$ cat src/rtl/principal_pkg.sv
`default_nettype none
// ============================================================================
//  Module      : principal_pkg
//  Description : Shared encodings for the arbitro_rr arbiter: operating modes,
//                FSM states and the 7-segment patterns shown for each grant.
//                Segment vectors are ordered {a,b,c,d,e,f,g}, active-high.
//  Revision    : 1.0 - initial release
// ============================================================================
package principal_pkg;

    // Mode select as presented on {e1,e0}
    typedef enum logic [1:0] {
        MODE_FIXED = 2'b00,
        MODE_RR    = 2'b01,
        MODE_LOCK  = 2'b10,
        MODE_OFF   = 2'b11
    } mode_e;

    typedef enum logic {
        ST_IDLE  = 1'b0,
        ST_GRANT = 1'b1
    } state_e;

    localparam logic [6:0] SEG_IDX0 = 7'b1111110; // a b c d e f
    localparam logic [6:0] SEG_IDX1 = 7'b0110000; // b c
    localparam logic [6:0] SEG_IDX2 = 7'b1101101; // a b d e g
    localparam logic [6:0] SEG_IDX3 = 7'b1111001; // a b c d g
    localparam logic [6:0] SEG_DASH = 7'b0000001; // g only

endpackage : principal_pkg
`default_nettype wire

$ cat src/rtl/decod_7seg.sv
`default_nettype none
// ============================================================================
//  Module      : decod_7seg
//  Description : Maps a 2-bit requester index to an active-high 7-segment
//                glyph; the blank input overrides with a dash.
//  Ports       : idx[1:0] - index to show
//                blank    - show "-" instead of the index
//                seg_a..seg_g - segment drives
//  Revision    : 1.0 - initial release
// ============================================================================
module decod_7seg
    import principal_pkg::*;
(
    input  logic [1:0] idx,
    input  logic       blank,
    output logic       seg_a,
    output logic       seg_b,
    output logic       seg_c,
    output logic       seg_d,
    output logic       seg_e,
    output logic       seg_f,
    output logic       seg_g
);

    logic [6:0] w_seg;

    always_comb begin
        w_seg = SEG_DASH;
        if (!blank) begin
            case (idx)
                2'd0:    w_seg = SEG_IDX0;
                2'd1:    w_seg = SEG_IDX1;
                2'd2:    w_seg = SEG_IDX2;
                default: w_seg = SEG_IDX3;
            endcase
        end
    end

    assign {seg_a, seg_b, seg_c, seg_d, seg_e, seg_f, seg_g} = w_seg;

endmodule : decod_7seg
`default_nettype wire

$ cat src/rtl/arbitro_rr.sv
`default_nettype none
// ============================================================================
//  Module      : arbitro_rr
//  Description : Four-way arbiter with fixed-priority, round-robin, lock and
//                disabled modes. A grant is held for at least MIN_HOLD cycles;
//                in round-robin mode a busy owner is preempted after MAX_HOLD
//                cycles when someone else is waiting. Every release passes
//                through one IDLE cycle.
//  Ports       : clk, rst (sync, active-high)
//                e1,e0     - mode {e1,e0}
//                p3..p0    - requests
//                g3..g0    - registered one-hot grant
//                y1,y0     - registered index of current/last grant
//                busy      - registered, high while a grant is active
//                seg_a..g  - 7-segment view of busy/y
//  Parameters  : MIN_HOLD 1..7, MAX_HOLD MIN_HOLD+1..15
//  Revision    : 1.0 - initial release
// ============================================================================
module arbitro_rr
    import principal_pkg::*;
#(
    parameter int MIN_HOLD = 4,
    parameter int MAX_HOLD = 8
) (
    input  logic clk,
    input  logic rst,
    input  logic e1,
    input  logic e0,
    input  logic p3,
    input  logic p2,
    input  logic p1,
    input  logic p0,
    output logic g3,
    output logic g2,
    output logic g1,
    output logic g0,
    output logic y1,
    output logic y0,
    output logic busy,
    output logic seg_a,
    output logic seg_b,
    output logic seg_c,
    output logic seg_d,
    output logic seg_e,
    output logic seg_f,
    output logic seg_g
);

    // The counter reads 0 in the first GRANT cycle, so "held N cycles"
    // corresponds to the counter showing N-1.
    localparam logic [3:0] C_MIN_LIM = 4'(MIN_HOLD - 1);
    localparam logic [3:0] C_MAX_LIM = 4'(MAX_HOLD - 1);

    state_e     state_q, state_d;
    logic [3:0] g_q,     g_d;
    logic [1:0] y_q,     y_d;
    logic       busy_q,  busy_d;
    logic [3:0] cnt_q,   cnt_d;
    logic [1:0] ptr_q,   ptr_d;

    mode_e      w_mode;
    logic [3:0] w_req;
    logic [1:0] w_fix_idx;
    logic [1:0] w_rr_idx;
    logic       w_rr_found;
    logic [1:0] w_cand;
    logic       w_owner_req;
    logic       w_other_req;
    logic       w_release;
    logic [3:0] w_cnt_inc;

    assign w_mode      = mode_e'({e1, e0});
    assign w_req       = {p3, p2, p1, p0};
    assign w_owner_req = |(w_req & g_q);
    assign w_other_req = |(w_req & ~g_q);
    assign w_cnt_inc   = (cnt_q == 4'hF) ? cnt_q : cnt_q + 4'd1;

    // Fixed priority: p3 wins over everything below it.
    always_comb begin
        w_fix_idx = 2'd0;
        if      (w_req[3]) w_fix_idx = 2'd3;
        else if (w_req[2]) w_fix_idx = 2'd2;
        else if (w_req[1]) w_fix_idx = 2'd1;
    end

    // Round robin: scan ptr+1, ptr+2, ptr+3, ptr (2-bit wrap), first hit wins.
    always_comb begin
        w_rr_idx   = 2'd0;
        w_rr_found = 1'b0;
        w_cand     = 2'd0;
        for (int i = 1; i <= 4; i++) begin
            w_cand = ptr_q + 2'(i);
            if (!w_rr_found && w_req[w_cand]) begin
                w_rr_idx   = w_cand;
                w_rr_found = 1'b1;
            end
        end
    end

    // Lock mode is excluded here; it freezes the grant instead.
    assign w_release = ((cnt_q >= C_MIN_LIM) && !w_owner_req) ||
                       ((w_mode == MODE_RR) && (cnt_q >= C_MAX_LIM) && w_other_req);

    always_comb begin
        state_d = state_q;
        g_d     = g_q;
        y_d     = y_q;
        busy_d  = busy_q;
        cnt_d   = cnt_q;
        ptr_d   = ptr_q;

        if (w_mode == MODE_OFF) begin
            state_d = ST_IDLE;
            g_d     = 4'b0000;
            busy_d  = 1'b0;
            cnt_d   = 4'd0;
        end else begin
            case (state_q)
                ST_IDLE: begin
                    if ((w_mode == MODE_FIXED || w_mode == MODE_RR) && |w_req) begin
                        state_d = ST_GRANT;
                        busy_d  = 1'b1;
                        cnt_d   = 4'd0;
                        if (w_mode == MODE_RR) begin
                            y_d   = w_rr_idx;
                            g_d   = 4'b0001 << w_rr_idx;
                            ptr_d = w_rr_idx;
                        end else begin
                            y_d   = w_fix_idx;
                            g_d   = 4'b0001 << w_fix_idx;
                        end
                    end
                end
                default: begin // ST_GRANT
                    if (w_mode != MODE_LOCK && w_release) begin
                        state_d = ST_IDLE;
                        g_d     = 4'b0000;
                        busy_d  = 1'b0;
                        cnt_d   = 4'd0;
                    end else begin
                        cnt_d   = w_cnt_inc;
                    end
                end
            endcase
        end
    end

    always_ff @(posedge clk) begin
        if (rst) begin
            state_q <= ST_IDLE;
            g_q     <= 4'b0000;
            y_q     <= 2'd0;
            busy_q  <= 1'b0;
            cnt_q   <= 4'd0;
            ptr_q   <= 2'd3;   // first round-robin scan then begins at 0
        end else begin
            state_q <= state_d;
            g_q     <= g_d;
            y_q     <= y_d;
            busy_q  <= busy_d;
            cnt_q   <= cnt_d;
            ptr_q   <= ptr_d;
        end
    end

    assign {g3, g2, g1, g0} = g_q;
    assign {y1, y0}         = y_q;
    assign busy             = busy_q;

    decod_7seg u_decod_7seg (
        .idx   (y_q),
        .blank (~busy_q),
        .seg_a (seg_a),
        .seg_b (seg_b),
        .seg_c (seg_c),
        .seg_d (seg_d),
        .seg_e (seg_e),
        .seg_f (seg_f),
        .seg_g (seg_g)
    );

endmodule : arbitro_rr
`default_nettype wire

$ cat config.mk
export PLATFORM = sky130hd
export DESIGN_NAME = arbitro_rr
export DESIGN_NICKNAME = d
export VERILOG_FILES = /design/src/rtl/principal_pkg.sv /design/src/rtl/decod_7seg.sv /design/src/rtl/arbitro_rr.sv
export SDC_FILE = /design/constraint.sdc
export NUM_CORES = 1
export LEC_CHECK = 0
export ABC_AREA = 1
export CAP_MARGIN = 20
export CORE_ASPECT_RATIO = 1.4
export CORE_MARGIN = 2
export CORE_UTILIZATION = 54
export DETAILED_ROUTE_END_ITERATION = 8
export HOLD_SLACK_MARGIN = 0.12
export PLACE_DENSITY = 0.93
export SKIP_LAST_GASP = 1
export SLEW_MARGIN = 25
export SYNTH_ARGS = -nofsm -noshare
export SYNTH_HDL_FRONTEND = slang
export SYNTH_SLANG_ARGS = --single-unit
$ cat constraint.sdc
create_clock -name clk -period 3.1 [get_ports clk]
set_input_delay 0.31 -clock clk [delete_from_list [all_inputs] [get_ports clk]]
set_output_delay 0.31 -clock clk [all_outputs]
set_load 0.02 [all_outputs]
**Word level (Yosys, flattened, before mapping)**

Cells that the tools add are included.

- Word-level logic and storage cells: 91
- Bits of input ports: 8
- Output and inout port bits: 14
- Register bits after elaboration: 14

- Eq/ne operators: 8
- Bitwise logic cells: 5
- $lt $le $gt $ge: 6
- Shift-type cells: 2
- Add/subtract/negate cells: 4
- Reductions and logical operators: 25
- Multiplexer cells: 35

Operators with widths:

| operator | count |
|---|---|
| 4-bit 2-to-1 mux | 8 |
| 7-bit case mux with 3 select lines | 1 |
| 1-bit 2-to-1 mux | 14 |
| 2-bit 2-to-1 mux | 7 |
| 2-bit by 3-bit < comparator with 1-bit output, second input constant | 4 |
| 4-bit OR reduction | 3 |
| 4-bit bitwise AND | 2 |
| 1-bit binary-select mux with 2-bit select | 4 |
| 1-bit logical AND | 8 |
| 1-bit by 2-bit left shift with 4-bit output, first input constant | 2 |
| 7-bit 2-to-1 mux | 1 |
| 2-bit adder, second input constant | 2 |
| 4-bit by 1-bit adder with 4-bit output, second input constant | 1 |
| 2-bit by 1-bit equality test with 1-bit output, second input constant | 2 |
| 2-bit equality test, second input constant | 2 |
| 4-bit equality test, second input constant | 1 |
| 4-bit by 2-bit greater-or-equal comparator with 1-bit output, second input constant | 1 |
| 4-bit by 3-bit greater-or-equal comparator with 1-bit output, second input constant | 1 |
| 1-bit logical NOT | 4 |
| 2-bit logical NOT | 2 |
| 4-bit inverter | 1 |
| 2-bit AND reduction | 2 |
| 4-bit AND reduction | 1 |
| 3-bit by 2-bit inequality test with 1-bit output, second input constant | 1 |
| other kinds (8) | 10 |

**Longest topological paths before layout**

Gate-level depths: netlist of run 1.

- Word-level depth: 17
- Mapped depth: 13

**Hierarchy**

A second synthesis of run 1 with hierarchy kept.

- Cells, all modules: 182
- Area total of the unflattened synthesis: 1112.3 µm²

By module, submodules not included:

| module | seq. area each (µm²) | cells an instance | area each (µm²) | times used |
|---|---|---|---|---|
| arbitro_rr | 280.3 | 170 | 1053.5 | 1 |
| decod_7seg | 0.0 | 12 | 58.8 | 1 |

**Worst setup path before layout of run 1**

Ideal clock, no wire load.

- Kind: register -> output
- Start: register busy_q (netlist: busy)
- End: output seg_d
- Cell stages (with the launch flop): 4
- Slack: 1.596 ns
- Data required time: 2.790 ns
- Arrival: 1.194 ns
- Path buffers: 1
- Cells stage by stage: dfxtp_1 > inv_1 > a21oi_1 > buf_4

- Word-level cells in the longest chain between the ends: 1

Ends and longest elaborated chain:

| item | line | RTL |
|---|---|---|
| start: declaration | arbitro_rr.sv:57 | `logic busy_q, busy_d;` |
| start signal: assignment | arbitro_rr.sv:160 | `busy_q <= busy_d;` |
| 7-bit 2-to-1 mux | decod_7seg.sv:29 | `if (!blank) begin` |
| end: declaration | arbitro_rr.sv:43 | `output logic seg_d,` |

No other way between the ends.

**Worst setup path in the final report of run 1**

Same ends and word-level chain as after synthesis.

==> impl_metrics.py, run 1 <==
metrics = {
    "setup_path": {
        "crit_path_end_kind": "output port",
        "startpoint_type": "flip-flop",
        "crit_required_ns": 2.79,
        "worstPathArrival_ns": 1.61,
        "crit_type": "reg2out",
        "cp_max_fo": 6,
    },
    "power": {
        "p_int_uw": 340,
        "peakVddDrop_mv": 0.281,
        "switching_share_pct": 36.5,
        "seq_power_share_pct": 38.7,
        "p_per_area_mw_per_mm2": 409,
        "p_leak_uw": 0.000615,
        "power_switching_uw": 196,
        "clkPwrFrac_pct": 24.6,
        "totalPowerFinal_uw": 536,
        "share_comb_of_total_power_pct": 36.6,
    },
    "sta": {
        "drv_slew": 0,
        "finalClockSkew_ns": 0.00754,
        "rsz0062_at_grt": "no",
        "worstMarginPinSlew_ns": 0.454,
        "fin_tns_setup_ns": 0,
        "period_needed_ns": 1.92,
        "fmax_ghz": 0.520,
        "hold_viol_final": 0,
        "period_share_pct": 62.0,
        "relSlewSlack_pct": 69.7,
        "setup-violations-final": 0,
        "fin_ws_ns": 1.18,
    },
    "clocking": {
        "clock_latency_ns": 0.28,
        "path_clk_slew_ns": 0.09,
        "cts_resized": 0,
        "htree_levels": 1,
        "cts-root-buf": "clkbuf_4",
        "ctsHoldBuffers": 0,
        "clock-sinks": 14,
        "cts_tree": "built",
        "cts_buffers": 3,
        "cts_buffer_depth": 2,
        "cts_setup_buffers": 0,
    },
    "die": {
        "core_mm2": 0.00190,
        "start_util_pct": 56.0,
        "die_h_um": 56.5,
        "io_pins": 22,
        "rows": 19,
        "die_w_um": 41.5,
        "dieArea_mm2": 0.00235,
    },
    "detailed_routing": {
        "vias_per_cell": 5.59,
        "drt-pass1-iter-count": 4,
        "via_count": 1190,
        "routedWlPerCell_um": 12.7,
        "drc": 0,
        "postRouteAntennaNets": 0,
        "drt_iter0_drc": 50,
        "drt-total-wl_mm": 2.71,
    },
    "cells_and_area": {
        "seqCellArea_um2": 280,
        "area_growth_pct": 23.1,
        "utilization_pct": 68.9,
        "layout.nets": 202,
        "antenna_cells": 0,
        "fillers": 174,
        "drive_gt1_share_pct": 12.0,
        "multi_input_area_um2": 656,
    },
    "global_route": {
        "overflow": 0,
        "antenna_found_initial": 0,
        "grt_max_degree": 11,
        "grt_pass1_vias": 1175,
        "grt_use_total_pct": 25.1,
        "grt_first_pass_wirelength_mm": 4.73,
    },
    "yosys": {
        "synth_warnings": 0,
        "synth-edff-count": 0,
        "synthTopCellsByArea": "dfxtp_1, nand2_1, inv_1, a21oi_1, o21ai_0",
        "synthFlopType": "dfxtp_1",
        "synth-seq-area-share_pct": 26.3,
        "yosysMostFrequentCell": "nand2_1",
        "synth_seq_cells": 14,
        "synth-async-reset-ratio_pct": 0,
        "synth_area_mm2": 0.00106,
        "synth_area_leader_cell": "dfxtp_1",
        "syn_avg_cell_area_um2": 6.26,
        "synth_nets": 179,
        "synth_cell_types": 29,
        "syn-instance-count": 170,
        "yosys.area.top_type_share_pct": 26.3,
        "synth_common_cells": "nand2_1, inv_1, dfxtp_1",
    },
    "min_path": {
        "min_path_type": "reg2reg",
    },
    "placed_design": {
        "post-place-ws_ns": 1.12,
        "hpwl_mm": 2.14,
        "numPortBuffers": 21,
        "routabilityCongestion": 0.955,
    },
    "job": {
        "maxCapViolations": 0,
    },
    "outcome": {
        "status": "complete, no violations",
    },
}
## power by group through the flow
stage	sequential (uW)	clock, uW	combinational, uW
after global placement	211	0	189
after CTS	208	131	196
after global routing	210	140	217
final	208	132	196
after detailed placement	212	0	194
after floorplan	213	0	131
## per-stage QoR
step / cells / hold slack (ns) / area (um2)
2_1_floorplan: 170 / 0.372 / 1060
3_3_place_gp: 209 / 0.467 / 1270
3_5_place_dp: 209 / 0.485 / 1270
4_1_cts: 213 / 0.499 / 1310
5_1_grt: 213 / 0.526 / 1310
6_report: 213 / 0.502 / 1310
## cells by family after synthesis
| kind of cell | count (synthesis) | share of synthesized area, % |
|---|---|---|
| and+or+nand+nor | 92 | 41.7 |
| AOI/OAI and AO/OA | 34 | 18.7 |
| buffers and inverters | 29 | 12.1 |
| DFF | 14 | 26.3 |
| adders and majority gates | 1 | 1.17 |
## placed cells by master, fill, tap and decap left out, types with 4 or more instances in the layout
cell type	Yosys	layout
nand3_2	4	4
nand4_1	4	4
clkdlybuf4s50_1	0	21
nand2_2	7	7
o21ai_1	4	4
a21oi_1	11	11
inv_1	23	23
o21ai_0	11	11
dfxtp_1	14	14
nor2_1	9	9
nand2_1	51	51
nand3_1	9	9
## final cells by class
class	instances	area share, %
well taps	21	2.00
inverters	26	7.82
repair buffers	21	16.0
clock buffers	4	2.77
multi-input cells	127	50.0
flip-flops and latches	14	21.4
## per-layer routing
layer  track usage, %  up-vias  wire [um]
met2             44.9       38       1440
met4             15.7        0        108
met3             2.25       14         72
li1                 -      591          -
met5                0        -          0
met1             27.7      547       1080
## registers in the layout, summed over array words and instances (netlist names)
register	count
busy	1
y_q	2
state_q	1
ptr_q	2
cnt_q	4
g_q	4
## worst paths after layout
kind / from / to / cells after the start / slack [ns]
worst max-delay path: busy / seg_d / 3 / 1.18
worst min-delay path: cnt_q[0] / cnt_q[0] / 2 / 0.50
worst max register to register: ptr_q[0] / g_q[3] / 10 / 1.31
worst min register to register: cnt_q[0] / cnt_q[0] / 2 / 0.50
## worst max-delay path, cell delays in order, from the launching register on
cell             delay [ns]
dfxtp_1                0.44
inv_1                  0.09
a21oi_1                0.16
clkdlybuf4s50_1        0.64
(Power assumes the default switching activity.)
==> inputs of run 2 (changes only) <==
--- a/config.mk
+++ b/config.mk
@@ -9,10 +9,10 @@
 export CAP_MARGIN = 20
 export CORE_ASPECT_RATIO = 1.4
 export CORE_MARGIN = 2
-export CORE_UTILIZATION = 54
+export CORE_UTILIZATION = 45
 export DETAILED_ROUTE_END_ITERATION = 8
 export HOLD_SLACK_MARGIN = 0.12
-export PLACE_DENSITY = 0.93
+export PLACE_DENSITY = 0.83
 export SKIP_LAST_GASP = 1
 export SLEW_MARGIN = 25
 export SYNTH_ARGS = -nofsm -noshare
==> constraint.sdc (replaced) <==
create_clock -name clk -period 1.6 [get_ports clk]
set_input_delay 0.16 -clock clk [delete_from_list [all_inputs] [get_ports clk]]
set_output_delay 0.16 -clock clk [all_outputs]
set_load 0.02 [all_outputs]
==> run 2 against run 1 <==
- total power rose by 110%
- die area increased by 18%
- sequential share of layout area decreased by 2.9 points
- highest routed layer unchanged
==> impl_metrics.py, run 2 (same netlist as run 1, synthesis figures left out) <==
metrics = {
    "cells_and_area": {
        "antenna_cells": 0,
        "drive_gt1_share_pct": 28.4,
        "multi_input_area_um2": 726,
        "final_cell_mix": "nand2_1, inv_1, nand2_2, buf_4, clkdlybuf4s50_1",
        "area_growth_pct": 45.5,
        "final_common_cell": "nand2_1",
        "reg_top3": "cnt_q: 4 flops, g_q: 4 flops",
        "post_layout_nonfiller_instances": 230,
        "seqCellArea_um2": 287,
        "layout.nets": 218,
        "fillers": 180,
    },
    "detailed_routing": {
        "vias_per_cell": 5.47,
        "drt-pass1-iter-count": 4,
        "via_count": 1258,
        "postRouteAntennaNets": 0,
        "routedWlPerCell_um": 13.4,
        "drt_iter0_drc": 25,
        "drc": 0,
        "drt-total-wl_mm": 3.07,
    },
    "global_route": {
        "grt_first_pass_wirelength_mm": 4.54,
        "grt_pass1_vias": 1192,
        "grt_max_degree": 11,
        "grt_use_total_pct": 21.9,
        "antenna_found_initial": 0,
        "overflow": 0,
    },
    "setup_path": {
        "crit_required_ns": 1.83,
        "startpoint_type": "flip-flop",
        "cp_common_cell": "nand2_2",
        "worstPathCellList": "buf_12, inv_8, nand2_2, nand2_2, nand2_2, nand2_2, nor2_4, nand4_1, nand3_2, nand3_2, a21oi_2",
        "cp_max_fo": 9,
        "crit_type": "reg2reg",
        "slowest_stage": "dfxtp_4",
        "crit_path_end_kind": "flip-flop",
        "worstPathArrival_ns": 1.80,
        "r2r-start": "ptr_q[0]",
        "cp_slowest_stage_delay_ns": 0.39,
        "critPathLaunch": "ptr_q[0]",
    },
    "sta": {
        "relSlewSlack_pct": 80.8,
        "worstMarginPinSlew_ns": 0.287,
        "hold-worst-slack_ns": 0.493,
        "fmax_ghz": 0.637,
        "fin_ws_ns": 0.0294,
        "period_share_pct": 98.2,
        "setup-violations-final": 0,
        "finalClockSkew_ns": 0.00597,
        "drv_slew": 0,
        "hold_viol_final": 0,
        "period_needed_ns": 1.57,
        "rsz0062_at_grt": "yes",
    },
    "min_path": {
        "hp-start": "cnt_q[2]",
        "min_path_type": "reg2reg",
    },
    "power": {
        "totalPowerFinal_uw": 1140,
        "peakVddDrop_mv": 0.420,
        "p_leak_uw": 0.000804,
        "p_per_area_mw_per_mm2": 739,
    },
    "clocking": {
        "cts-root-buf": "clkbuf_4",
        "path_clk_slew_ns": 0.09,
        "clock-sinks": 14,
        "htree_levels": 1,
        "cts_buffer_depth": 2,
        "clock_latency_ns": 0.30,
        "cts_buffers": 3,
        "cts_tree": "built",
        "ctsHoldBuffers": 0,
    },
    "die": {
        "dieArea_mm2": 0.00278,
        "rows": 20,
        "io_pins": 22,
        "start_util_pct": 48.4,
        "die_h_um": 61.6,
        "core_mm2": 0.00220,
        "die_w_um": 45.1,
    },
    "job": {
        "maxCapViolations": 0,
    },
    "outcome": {
        "status": "complete, no violations",
    },
    "placed_design": {
        "post-place-ws_ns": -0.211,
        "dp.cells": 222,
        "hpwl_mm": 2.19,
        "numPortBuffers": 21,
        "routabilityCongestion": 0.900,
    },
}
## run 2: changes by cell type in the layout (fill, tap and decap cells not counted), moves of 2 or more
cell / before / now
nand3_2: 4 / 6
o21ai_0: 11 / 6
clkdlybuf4s50_1: 21 / 12
dlymetal6s2s_1: 0 / 5
nand2_4: 2 / 6
nand3_1: 9 / 7
dlygate4sd2_1: 0 / 4
buf_4: 0 / 14
nand2_2: 7 / 16
dfxtp_2: 0 / 2
dfxtp_1: 14 / 11
nand2_1: 51 / 38
o21ai_1: 4 / 8
## run 2: report_power, final
| part | internal, uW | switching (uW) | total, uW |
|---|---|---|---|
| combinational | 202 | 272 | 474 |
| clock | 139 | 133 | 272 |
| sequential | 372 | 26.0 | 398 |
| total | 714 | 431 | 1140 |
## run 2: cell type report
cell class | count | share of cell area, %
multi-input combinational | 127 | 46.8
timing repair buffer | 37 | 23.7
sequential | 14 | 18.5
inverter | 26 | 6.79
clock buffer | 4 | 2.34
tap | 22 | 1.78
## run 2: routing by layer
metal	part of all wire (%)	vias up	global-route usage (%)
li1	-	621	-
met2	57	41	43.7
met4	2.5	0	11.8
met3	4.5	8	2.05
met1	36	588	21.2
met5	0	-	0
## run 2: path summary, 6_finish.rpt
path	endpoint	slack, ns	depth (start not counted)
worst max-delay path	y_q[0]	0.03	11
worst min-delay path	cnt_q[2]	0.49	2
worst max register to register	y_q[0]	0.03	11
worst min register to register	cnt_q[2]	0.49	2
## run 2: metrics by stage
stage	utilization (%)	instance area (um2)	TNS (ns)
after CTS	64.1	1410	0
final	70.3	1550	0
after global routing	70.3	1550	-0.772
after detailed placement	62.6	1380	-2.05
after global placement	62.6	1380	-1.59
after floorplan	-	1060	0
## run 2: timing repair
| action | in CTS | in global routing |
|---|---|---|
| endpoints found under the setup margin | 5 | 18 |
| buffers inserted | 0 | 3 |
| gates resized for setup | 5 | 35 |
| endpoints found under the hold margin | 0 | 0 |
| pin swaps | 0 | 4 |
| cloned | 0 | 1 |
## run 2: worst max-delay path, delay by kind of cell (launching register included)
family | cells | cell delay [ns]
AOI/OAI and AO/OA | 1 | 0.15
buffers and inverters | 2 | 0.17
DFF | 1 | 0.39
and+or+nand+nor | 8 | 0.82
==> inputs of run 3 (changes only) <==
--- a/config.mk
+++ b/config.mk
@@ -8,12 +8,11 @@
 export ABC_AREA = 1
 export CAP_MARGIN = 20
 export CORE_ASPECT_RATIO = 1.4
-export CORE_MARGIN = 2
+export CORE_MARGIN = 1.5
 export CORE_UTILIZATION = 45
 export DETAILED_ROUTE_END_ITERATION = 8
 export HOLD_SLACK_MARGIN = 0.12
 export PLACE_DENSITY = 0.83
-export SKIP_LAST_GASP = 1
 export SLEW_MARGIN = 25
 export SYNTH_ARGS = -nofsm -noshare
 export SYNTH_HDL_FRONTEND = slang
==> constraint.sdc (replaced) <==
create_clock -name clk -period 1.6 [get_ports clk]
set_input_delay 0.16 -clock clk [delete_from_list [all_inputs] [get_ports clk]]
set_output_delay 0.16 -clock clk [all_outputs]
set_load 0.01 [all_outputs]
==> run 3 against run 2 <==
- the flow now finishes with violations (negative setup slack)
- via count decreased by 1.8%
- hold slack worse by 0.0092 ns
- total power is 6.0% lower
- sequential power barely moved
- cell count fell by 1.7%
- sequential share of layout area up 0.13 points
- sequential cell count did not move
- wire length up 1.1%
- combinational power is essentially flat
- first-iteration DRC count decreased by 32%
- register-to-register slack got worse by 0.04 ns
- setup slack lost 0.035 ns
- critical path type unchanged
==> impl_metrics.py, run 3 (same netlist as run 1, synthesis figures left out) <==
metrics = {
    "sta": {
        "period_needed_ns": 1.61,
        "hold-worst-slack_ns": 0.484,
        "finalClockSkew_ns": 0.00128,
        "relSlewSlack_pct": 80.0,
        "period_share_pct": 100,
        "fin_tns_setup_ns": -0.00610,
        "rsz0062_at_grt": "yes",
        "fin_ws_ns": -0.00610,
        "hold_viol_final": 0,
        "setup-violations-final": 1,
        "worstMarginPinSlew_ns": 0.300,
        "fmax_ghz": 0.623,
        "drv_slew": 0,
    },
    "setup_path": {
        "crit_required_ns": 1.81,
        "cp_max_fo": 9,
        "crit_path_end_kind": "flip-flop",
        "regToRegEndpoint": "g_q[3]",
        "critPathLaunch": "ptr_q[0]",
        "cp-endpoint": "g_q[3]",
        "worstPathArrival_ns": 1.82,
        "startpoint_type": "flip-flop",
        "r2r-start": "ptr_q[0]",
        "reg2reg_slack_ns": -0.006,
        "r2r_cells": 11,
        "crit_type": "reg2reg",
    },
    "global_route": {
        "grt_first_pass_wirelength_mm": 4.53,
        "grt_pass1_vias": 1159,
        "grt_max_degree": 11,
        "antenna_found_initial": 0,
        "grt_use_total_pct": 22.7,
        "overflow": 0,
    },
    "detailed_routing": {
        "drt-pass1-iter-count": 4,
        "drc": 0,
        "drt-total-wl_mm": 3.11,
        "wl_met2_mm": 1.75,
        "wl_met3_um": 99,
        "top_layer": "met4",
        "drt_iter0_drc": 17,
        "vias_per_cell": 5.46,
        "postRouteAntennaNets": 0,
        "wl_met1_mm": 1.10,
        "routedWlPerCell_um": 13.7,
        "via_count": 1235,
    },
    "placed_design": {
        "dp.cells": 222,
        "routabilityCongestion": 0.870,
        "hpwl_mm": 2.26,
        "numPortBuffers": 21,
    },
    "die": {
        "io_pins": 22,
        "core_mm2": 0.00220,
        "die_w_um": 44.1,
        "die_h_um": 60.6,
        "rows": 20,
        "start_util_pct": 48.4,
        "dieArea_mm2": 0.00267,
    },
    "outcome": {
        "violations": "negative setup slack",
        "status": "complete, but fails checks",
    },
    "min_path": {
        "min_path_type": "reg2reg",
        "holdPathStages": 2,
    },
    "clocking": {
        "clock_latency_ns": 0.29,
        "cts_tree": "built",
        "cts-root-buf": "clkbuf_4",
        "ctsHoldBuffers": 0,
        "path_clk_slew_ns": 0.08,
        "cts_buffers": 3,
        "cts_buffer_depth": 2,
        "clock-sinks": 14,
        "htree_levels": 1,
    },
    "job": {
        "maxCapViolations": 0,
    },
    "cells_and_area": {
        "post_layout_nonfiller_instances": 226,
        "area_growth_pct": 45.7,
        "drive_gt1_share_pct": 30.9,
        "antenna_cells": 0,
        "final_cell_mix": "nand2_1, inv_1, clkdlybuf4s50_1, nand2_2, buf_4",
        "final_common_cell": "nand2_1",
        "layout.nets": 215,
        "reg_top3": "cnt_q: 4 flops, g_q: 4 flops",
        "fillers": 188,
    },
    "power": {
        "p_per_area_mw_per_mm2": 694,
        "peakVddDrop_mv": 0.456,
        "totalPowerFinal_uw": 1080,
        "p_leak_uw": 0.000763,
    },
}
[run 3: changes by cell type in the layout (fill, tap and decap cells not counted), sizes merged]
cell | previous run | this run
inv | 25 | 26
buf | 15 | 12
clkdlybuf4s50 | 12 | 16
clkbuf | 5 | 4
clkinv | 1 | 0
dlygate4sd2 | 4 | 2
dlymetal6s2s | 5 | 3
[run 3: critical path: stages, from the launching register on]
cell     delay [ns]
dfxtp_4        0.38
buf_12         0.12
inv_8          0.05
nand2_2        0.07
nand2_4        0.06
nand2_4        0.09
nand2_4        0.07
o21ai_1        0.16
nand3_2        0.12
nand3_2        0.11
nand3_2        0.12
o21ai_1        0.17
[run 3: final cells by class]
type / count / area (um2) / share of cell area, %
Multi-Input combinational cell: 127 / 764 / 49.3
Timing Repair Buffer: 34 / 343 / 22.1
Sequential cell: 14 / 289 / 18.6
Inverter: 26 / 105 / 6.77
Tap cell: 22 / 27.5 / 1.77
Clock buffer: 3 / 22.5 / 1.45
[run 3: worst min path at each step]
| stage | startpoint | end | slack (ns) |
|---|---|---|---|
| final | cnt_q[2] | cnt_q[2] | 0.48 |
| after global routing | cnt_q[2] | cnt_q[2] | 0.50 |
| after CTS | cnt_q[2] | cnt_q[2] | 0.49 |
| after detailed placement | cnt_q[2] | cnt_q[2] | 0.48 |
| after global placement | cnt_q[1] | cnt_q[1] | 0.46 |
| after floorplan | rst | y_q[0] | 0.22 |
[run 3: power breakdown]
part	internal [uW]	total [uW]	switching [uW]
sequential	373	400	26.7
clock	87.6	205	117
combinational	208	471	263
[run 3: repair_timing]
action | CTS | global route
buffers inserted | 0 | 0
resized for setup | 6 | 40
gates cloned | 0 | 1
setup endpoints to repair | 6 | 14
pin swaps | 0 | 7
[run 3: stage by stage]
stage | setup slack (ns) | util (%) | area (um2)
finish | -0.00610 | 70.5 | 1550
floorplan | 0.225 | - | 1060
CTS | 0.00906 | 63.7 | 1400
detailed placement | -0.286 | 62.6 | 1380
global placement | -0.192 | 62.6 | 1380
global route | -0.0783 | 70.5 | 1550
[run 3: per-layer routing]
metal	GRT usage, %	up-vias
li1	-	617
met3	2.08	15
met1	20.3	561
met4	15.2	0
met2	46.0	42
met5	0	-
